File: src/rtl/ff_write_arbiter.sv
// ff_write_arbiter: four requesters share one WIDTH-bit register.
// A two-state FSM (IDLE/GRANT) hands out a registered one-hot grant in
// round-robin order. A locked requester may keep the grant for up to
// MAX_BURST consecutive cycles. A write commits on any cycle where the
// granted requester still asserts req.
module ff_write_arbiter #(
    parameter int WIDTH     = 8,
    parameter int MAX_BURST = 4
) (
    input  logic               clk,
    input  logic               rst_n,
    input  logic [3:0]         req,
    input  logic [3:0]         lock,
    input  logic [4*WIDTH-1:0] data,
    output logic [3:0]         gnt,
    output logic [3:0]         ack,
    output logic [WIDTH-1:0]   q,
    output logic               busy
);

    typedef enum logic {
        IDLE  = 1'b0,
        GRANT = 1'b1
    } state_t;

    state_t             state_q, state_d;
    logic [3:0]         gnt_q, gnt_d;
    logic [1:0]         rr_ptr_q, rr_ptr_d;
    logic [3:0]         burst_cnt_q, burst_cnt_d;
    logic [WIDTH-1:0]   q_q, q_d;

    logic [WIDTH-1:0]   data_arr [4];
    logic [1:0]         gnt_idx;
    logic [1:0]         rr_base;
    logic [1:0]         win_idx;
    logic [1:0]         scan_idx;
    logic               keep_grant;
    logic               wr_en;

    // Split the flat data bus into one slice per requester.
    generate
        for (genvar gi = 0; gi < 4; gi++) begin : g_slice
            assign data_arr[gi] = data[gi*WIDTH +: WIDTH];
        end
    endgenerate

    // Encode the current one-hot grant into the index of the holder.
    always_comb begin
        gnt_idx = 2'd0;
        for (int i = 0; i < 4; i++) begin
            if (gnt_q[i]) gnt_idx = 2'(i);
        end
    end

    // Pick the first requesting index at or after rr_base, wrapping mod 4.
    // In GRANT the search starts just past the current holder, which is
    // the pointer value the FSM stores when the grant moves on.
    always_comb begin
        rr_base  = (state_q == GRANT) ? gnt_idx + 2'd1 : rr_ptr_q;
        win_idx  = rr_base;
        scan_idx = rr_base;
        // Scan from the farthest offset down so the nearest request wins.
        for (int i = 3; i >= 0; i--) begin
            scan_idx = rr_base + 2'(i);
            if (req[scan_idx]) win_idx = scan_idx;
        end
    end

    // Holder keeps the grant only while it requests, locks and has burst left.
    assign keep_grant = req[gnt_idx] && lock[gnt_idx] &&
                        (burst_cnt_q < 4'(MAX_BURST));

    // A write commits whenever the granted requester is still requesting.
    assign wr_en = |(gnt_q & req);

    // Next-state, next-grant, pointer, burst counter and register contents.
    always_comb begin
        state_d     = state_q;
        gnt_d       = gnt_q;
        rr_ptr_d    = rr_ptr_q;
        burst_cnt_d = burst_cnt_q;
        q_d         = wr_en ? data_arr[gnt_idx] : q_q;

        case (state_q)
            IDLE: begin
                if (|req) begin
                    state_d     = GRANT;
                    gnt_d       = 4'b0001 << win_idx;
                    burst_cnt_d = 4'd1;
                end else begin
                    gnt_d       = 4'b0000;
                    burst_cnt_d = 4'd0;
                end
            end
            GRANT: begin
                if (keep_grant) begin
                    burst_cnt_d = burst_cnt_q + 4'd1;
                end else begin
                    rr_ptr_d = gnt_idx + 2'd1;
                    if (|req) begin
                        gnt_d       = 4'b0001 << win_idx;
                        burst_cnt_d = 4'd1;
                    end else begin
                        state_d     = IDLE;
                        gnt_d       = 4'b0000;
                        burst_cnt_d = 4'd0;
                    end
                end
            end
            default: begin
                state_d     = IDLE;
                gnt_d       = 4'b0000;
                burst_cnt_d = 4'd0;
            end
        endcase
    end

    // State registers; reset clears everything, including a pending write.
    always_ff @(posedge clk or negedge rst_n) begin
        if (!rst_n) begin
            state_q     <= IDLE;
            gnt_q       <= 4'b0000;
            rr_ptr_q    <= 2'd0;
            burst_cnt_q <= 4'd0;
            q_q         <= '0;
        end else begin
            state_q     <= state_d;
            gnt_q       <= gnt_d;
            rr_ptr_q    <= rr_ptr_d;
            burst_cnt_q <= burst_cnt_d;
            q_q         <= q_d;
        end
    end

    assign gnt  = gnt_q;
    assign ack  = gnt_q & req;
    assign q    = q_q;
    assign busy = (state_q == GRANT);

endmodule
File: config.mk
export PLATFORM = sky130hd
export DESIGN_NAME = ff_write_arbiter
export DESIGN_NICKNAME = d
export VERILOG_FILES = /design/src/rtl/ff_write_arbiter.sv
export SDC_FILE = /design/constraint.sdc
export NUM_CORES = 1
export LEC_CHECK = 0
export CORE_MARGIN = 3
export CORE_UTILIZATION = 44
export CTS_CLUSTER_SIZE = 20
export DETAILED_ROUTE_END_ITERATION = 6
export GPL_TIMING_DRIVEN = 1
export MAX_ROUTING_LAYER = met4
export PLACE_DENSITY = 0.94
export SLEW_MARGIN = 25
export SYNTH_ARGS = -nofsm -noshare
export SYNTH_HDL_FRONTEND = slang
export SYNTH_SLANG_ARGS = --single-unit
export TNS_END_PERCENT = 100
File: constraint.sdc
create_clock -name clk -period 4.4 [get_ports clk]
set_input_delay 0.88 -clock clk [delete_from_list [all_inputs] [get_ports clk]]
set_output_delay 0.88 -clock clk [all_outputs]
set_load 0.02 [all_outputs]
# Yosys cells after proc, flatten, opt, wreduce, memory -nomap -nowiden
# Cells that the tools add are included.
# word_totals
register_bits	19
latch_bits	0
mem_bits_rw	0
romBits	0
input_bits	42
output_inout_bits	17
mem_count	0
# op_classes
add_sub_neg	5
n_mul	0
div	0
magnitude_cmp	7
eq_ne	1
shifts	1
mux	32
bitwise_logic	4
n_reduce_logical	5
# op_table
op	count
$bmux W8 S2	1
$mux W8	2
$pmux W4 S2	2
$lt A2 B3 Y1 const B	5
$mux W2	7
$bmux W1 S2	6
$mux W4	3
$mux W1	10
$reduce_or A4 Y1	2
$add A2 B1 Y2 const B	2
$add A2 B2 Y2 const B	2
$add A4 B1 Y4 const B	1
$and A4 B4 Y4	1
$lt A4 B3 Y1 const B	1
$shl A1 B2 Y4 const A	1
$ge A3 B3 Y1 const B	1
$not A2 Y3	1
$logic_and A1 B1 Y1	2
$ne A2 B2 Y1 const B	1
$not A1 Y1	2
$pmux W1 S2	1
$reduce_and A2 Y1	1

# Logic depth before layout (Yosys ltp)
# Gate-level depths: netlist of run 1.
# depth
word_depth	16
mapped_depth	7

# Worst setup path after synthesis of run 1
# Ideal clock, no wire load.
# synth_path
path_type	input port to flip-flop
startpoint	in req[1]
endpoint	reg q_q[0], in the netlist q[0]
arrival_ns	1.961
path_slack_ns	2.316
cell_stages	6
path_buffers	2
cell_sequence	and2_4 -> or4_4 -> buf_6 -> buf_12 -> nor2_2 -> a21oi_2
# synth_via
elab_chain_cells	2
# synth_rtl
element	line_no	source
from (decl)	12	input logic [3:0] req,
$and A4 B4 Y4	74	assign wr_en = |(gnt_q & req);
$reduce_or A4 Y1	74	
to (signal assigned)	131	q_q <= q_d;
to (decl)	30	logic [WIDTH-1:0] q_q, q_d;
# No other way between the ends.
# A chain may end at the register's enable or synchronous reset.

# Worst setup path in the final report of run 1
# layout_path
startpoint	in req[3]
endpoint	out ack[3]
# layout_via
elab_chain_cells	1
# layout_rtl
element	line_no	source
$and A4 B4 Y4	136	assign ack = gnt_q & req;
to (decl)	16	output logic [3:0] ack,
# No other way between the ends.

==> flow_summary.toml, run 1 <==
[timing]
period_minus_slack_ps = 3151
setup_violations = 0
rsz0062_at_grt = "no"
fin_skew_ps = 6.172
fin_setup_tns_ps = 0
tightest_slew_ps = 821.5
finalWorstSetupSlack_ps = 1249
fin_crit_sh_pct = 71.62
finalMaxSlewViolations = 0
clock.fmax_mhz = 317.3
final_hold_viol_count = 0
slew_headroom_pct = 45.06

[floorplanning]
ioPinCount = 59
num_rows = 18
die-area_um2 = 3513
core_area_um2 = 2590
die_w_um = 59.27
die_height_um = 59.27
start_util_pct = 48.21

[worst_hold_path]
hp-class = "reg2reg"
hold_depth = 1
hold_start = "burst_cnt_q[0]"
hold_end = "burst_cnt_q[0]"

[pwr]
power.density_nw_per_um2 = 604.7
p_leak_nw = 0.7719
vdd_ir_drop_max_mv = 0.5472
finalPower_mw = 1.108

[clocking]
cts.sink_count = 19
cts_post_setup_buffers_inserted = 0
clock_latency_ps = 310
clock_path_buffers = 2
cts_buffers = 3
clockRootBuffer = "clkbuf_4"
cts_tree = "yes"
htreeDepth = 1
clk_pin_slew_ps = 100
ctsResizeCount = 0
hold_buffers = 0

[finish]
design_area_um2 = 1833
drive_gt1_share_pct = 10.70
stdcell_count = 217
syn_to_final_growth_pct = 46.79
fin_nets = 231
final_common_cell = "clkdlybuf4s50_1"
n_antenna_cell = 0
most-common-layout-cells = "clkdlybuf4s50_1, dfrtp_1, mux2i_1"

[grt]
grt_usage_pct = 20.90
grt_pass1_vias = 1196
grt.overflow.total = 0
grt_max_degree = 26
antenna_found_initial = 0
grt_pass1_wl_um = 5333

[drt]
wl_per_cell_um = 15.17
ant_nets = 0
vias = 1204
wl_um = 3292
drtIter0Drc = 45
via_per_inst = 5.548
dr.pass1.iters = 4
post-route-drc-count = 0

[critical_path]
r2r-end = "rr_ptr_q[1]"
rr_worst_depth = 4
r2r_slack_ps = 2220
rr_startpoint = "gnt[1]"
worstSetupPathType = "in2out"
crit_fanout = 8
cp.arrival_ps = 2270
endpoint_kind = "primary output"
startpoint_type = "primary input"
critPathRequiredTime_ps = 3520

[synth]
synth_fp_nets = 176
ys_types = 36
synth.area.top_cells = "dfrtp_1, mux2i_1, a21oi_2"
synth_edf_count = 0
synth_warnings = 0
synthFlopType = "dfrtp_1"
synth-async-reset-ratio_pct = 100.0
ys_seq_elements = 19
seq_area_frac_synth_pct = 38.08
synth_largest_area_cell = "dfrtp_1"
yosysTopAreaCellShare_pct = 38.08
synthCells = 133
syn_avg_cell_area_um2 = 9.389
syn_area_um2 = 1249

[placement]
placed_area_um2 = 1805
dp_slack_ps = 1233
dp_cells = 213
io_buffer_count = 58
routabilityCongestion = 0.8820
dp_hpwl_um = 2573

[run]
maxCapViolCount = 0

[status]
status = "finished clean"
## sequential cells by signal (all words and copies together) (netlist names)
| register | count |
|---|---|
| q | 8 |
| busy | 1 |
| burst_cnt_q | 4 |
| rr_ptr_q | 2 |
| gnt | 4 |
## Yosys cell counts (all sizes together) (4+ instances only)
library cell	number
nor2b	4
dfrtp	19
nand2	14
and2	6
a21oi	12
mux2i	17
clkbuf	4
buf	4
nand2b	4
a31oi	4
o21ai	14
nor2	11
## final cells by class
cell class                 instances  area, µm²
tap                               30      37.54
multi-input combinational        104      704.4
clock inverter                     1      5.005
inverter                           2      7.507
sequential                        19      475.5
clock buffer                       3      22.52
timing repair buffer              58      580.6
fill                             203      757.0
## metal layers
layer,up-vias,wire length [µm],track usage (%)
met3,5,282,6.100
met1,558,1283,24.11
met4,0,35,5.502
met2,64,1691,35.26
li1,577,-,-
met5,-,0,-
## cells by family after synthesis
kind of cell	after synthesis	synth area share (%)
AO/OA/AOI/OAI	41	22.65
buffers and inverters	10	5.511
flip-flops	19	38.08
other	1	0.3003
AND/OR/NAND/NOR	43	17.93
adder cells (fa/ha/maj)	1	1.002
multiplexers	18	14.53
## worst max-delay path: stages
cell	delay, ps
clkdlybuf4s50_1	600
and2_1	180
clkdlybuf4s50_1	610
## worst max-delay path by stage
stage | from | end | slack [ps] | depth (start not counted)
6_report | req[3] | ack[3] | 1250 | 3
5_1_grt | req[3] | ack[3] | 1190 | 3
4_1_cts | req[3] | ack[3] | 1240 | 3
3_5_place_dp | req[3] | ack[3] | 1230 | 3
3_3_place_gp | req[3] | ack[3] | 1270 | 3
2_1_floorplan | req[1] | q[0] | 2320 | 6
## metrics by stage
stage               utilization (%)  hold WS, ps
finish                        70.77        474.4
global route                  70.77        519.3
floorplan                         -        424.4
detailed placement            69.71        454.0
global placement              69.71        439.1
CTS                           70.77        469.1
## where the power goes
group | total, mW | switching [mW] | internal [mW]
combinational | 0.666 | 0.335 | 0.331
clock | 0.0911 | 0.0571 | 0.0340
sequential | 0.352 | 0.103 | 0.249
Note: power is estimated with default switching activity, not from simulation.
==> run 2, diff against run 1 <==
--- a/config.mk
+++ b/config.mk
@@ -6,12 +6,12 @@
 export NUM_CORES = 1
 export LEC_CHECK = 0
 export CORE_MARGIN = 3
-export CORE_UTILIZATION = 44
+export CORE_UTILIZATION = 41
 export CTS_CLUSTER_SIZE = 20
 export DETAILED_ROUTE_END_ITERATION = 6
 export GPL_TIMING_DRIVEN = 1
 export MAX_ROUTING_LAYER = met4
-export PLACE_DENSITY = 0.94
+export PLACE_DENSITY = 0.89
 export SLEW_MARGIN = 25
 export SYNTH_ARGS = -nofsm -noshare
 export SYNTH_HDL_FRONTEND = slang
==> constraint.sdc (replaced) <==
create_clock -name clk -period 2.9 [get_ports clk]
set_input_delay 0.58 -clock clk [delete_from_list [all_inputs] [get_ports clk]]
set_output_delay 0.58 -clock clk [all_outputs]
set_load 0.02 [all_outputs]
==> run 2 against run 1 <==
Core utilization down 5.1 points. Sequential power up 38%. Largest power group unchanged. Via count up 1.4%. Worst setup slack worse by 960 ps.
==> flow_summary.toml, run 2 (synthesis gave the netlist of run 1 again) <==
[pwr]
p_int_uw = 953.5
p_leak_nw = 0.7865
power_frac_seq_pct = 28.2
netSwitchingFraction_pct = 44.75
vdd_ir_drop_max_mv = 0.4592
p_sw_uw = 772.4
comb_power_share_pct = 63.5
p_clk_share_pct = 8.3
power.density_nw_per_um2 = 929.5

[critical_path]
startpoint_type = "primary input"
crit_fanout = 8
critPathCapture = "ack[3]"
rr_worst_depth = 5
critPathRequiredTime_ps = 2320
cp.arrival_ps = 2030
critPathLaunch = "req[3]"
rr_startpoint = "gnt[2]"
r2r-end = "rr_ptr_q[1]"
endpoint_kind = "primary output"
r2r_slack_ps = 840
worstSetupPathType = "in2out"

[clocking]
clockRootBuffer = "clkbuf_4"
clk_pin_slew_ps = 120
ctsResizeCount = 0
cts_buffers = 3
cts_tree = "yes"
cts_post_setup_buffers_inserted = 0
hold_buffers = 0
htreeDepth = 1
clock_path_buffers = 2
cts.sink_count = 19
clock_latency_ps = 310

[grt]
grt_pass1_vias = 1213
grt.overflow.total = 0
grt_max_degree = 20
grt_usage_pct = 20.61
antenna_found_initial = 0
grt_pass1_wl_um = 5485

[timing]
clock.fmax_mhz = 383.3
fin_skew_ps = 1.807
period_minus_slack_ps = 2609
setup_violations = 0
finalMaxSlewViolations = 0
fin_crit_sh_pct = 89.97
final_hold_viol_count = 0
tightest_slew_ps = 895.5
fin_setup_tns_ps = 0
hold_ws_ps = 480.6
rsz0062_at_grt = "no"
slew_headroom_pct = 40.11

[placement]
dp_hpwl_um = 2734
io_buffer_count = 58
routabilityCongestion = 0.8237

[finish]
n_fill_cell = 242
drive_gt1_share_pct = 12.11
most-common-layout-cells = "clkdlybuf4s50_1, dfrtp_1, mux2i_1"
largest_register_ffs = 8
final_common_cell = "clkdlybuf4s50_1"
n_antenna_cell = 0
fin_nets = 234
syn_to_final_growth_pct = 48.70

[worst_hold_path]
hp-class = "reg2reg"

[drt]
drtIter0Drc = 36
post-route-drc-count = 0
vias = 1221
dr.pass1.iters = 4
wl_per_cell_um = 15.77
via_per_inst = 5.525
wl_um = 3486
ant_nets = 0

[floorplanning]
core_area_um2 = 2829
die-area_um2 = 3744
num_rows = 19
die_w_um = 61.19
ioPinCount = 59
die_height_um = 61.19
start_util_pct = 44.14

[run]
maxCapViolCount = 0

[status]
status = "finished clean"
-- run 2: critical path, cell delays in order --
cell and delay [ps]:
clkdlybuf4s50_1 630, and2_1 200, clkdlybuf4s50_1 620
-- run 2: area by class of cell --
cell class	count	area [µm²]	area share (%)
multi-input cells	104	704.4	37.94
flip-flops and latches	19	475.5	25.61
clock buffers	3	22.52	1.213
clock inverters	1	5.005	0.2695
inverters	2	7.507	0.4043
repair buffers	61	603.1	32.48
well taps	31	38.79	2.089
-- run 2: worst min-delay path by stage --
stage,start,depth (start not counted),end
final,burst_cnt_q[0],1,burst_cnt_q[0]
after global routing,burst_cnt_q[0],1,burst_cnt_q[0]
after CTS,burst_cnt_q[0],1,burst_cnt_q[0]
after detailed placement,burst_cnt_q[0],1,burst_cnt_q[0]
after global placement,burst_cnt_q[0],1,burst_cnt_q[0]
after floorplan,rst_n,0,burst_cnt_q[0]
-- run 2: power groups by stage --
stage               clock network, mW  registers, mW  logic [mW]
floorplan                           0          0.563       0.683
global placement                    0          0.487        1.08
detailed placement                  0          0.490        1.10
CTS                             0.146          0.484        1.11
global route                    0.157          0.506        1.20
finish                          0.143          0.487        1.10
-- run 2: metrics by stage --
step           setup WS, ps  cell area [µm²]  power (mW)  utilization [%]  std cells
3_5_place_dp          303.1             1829       1.595            64.66        217
3_3_place_gp          340.7             1829       1.565            64.66        217
5_1_grt               275.7             1857       1.859            65.63        221
2_1_floorplan          1116             1249       1.246                -        133
4_1_cts               285.7             1857       1.737            65.63        221
6_report              290.8             1857       1.726            65.63        221
-- run 2: metal layers --
layer	up-vias	GRT usage, %	share of wire [%]
met2	58	36.25	52
li1	587	-	-
met4	0	4.954	0.46
met3	2	3.983	6.5
met1	574	24.03	41
met5	-	-	0
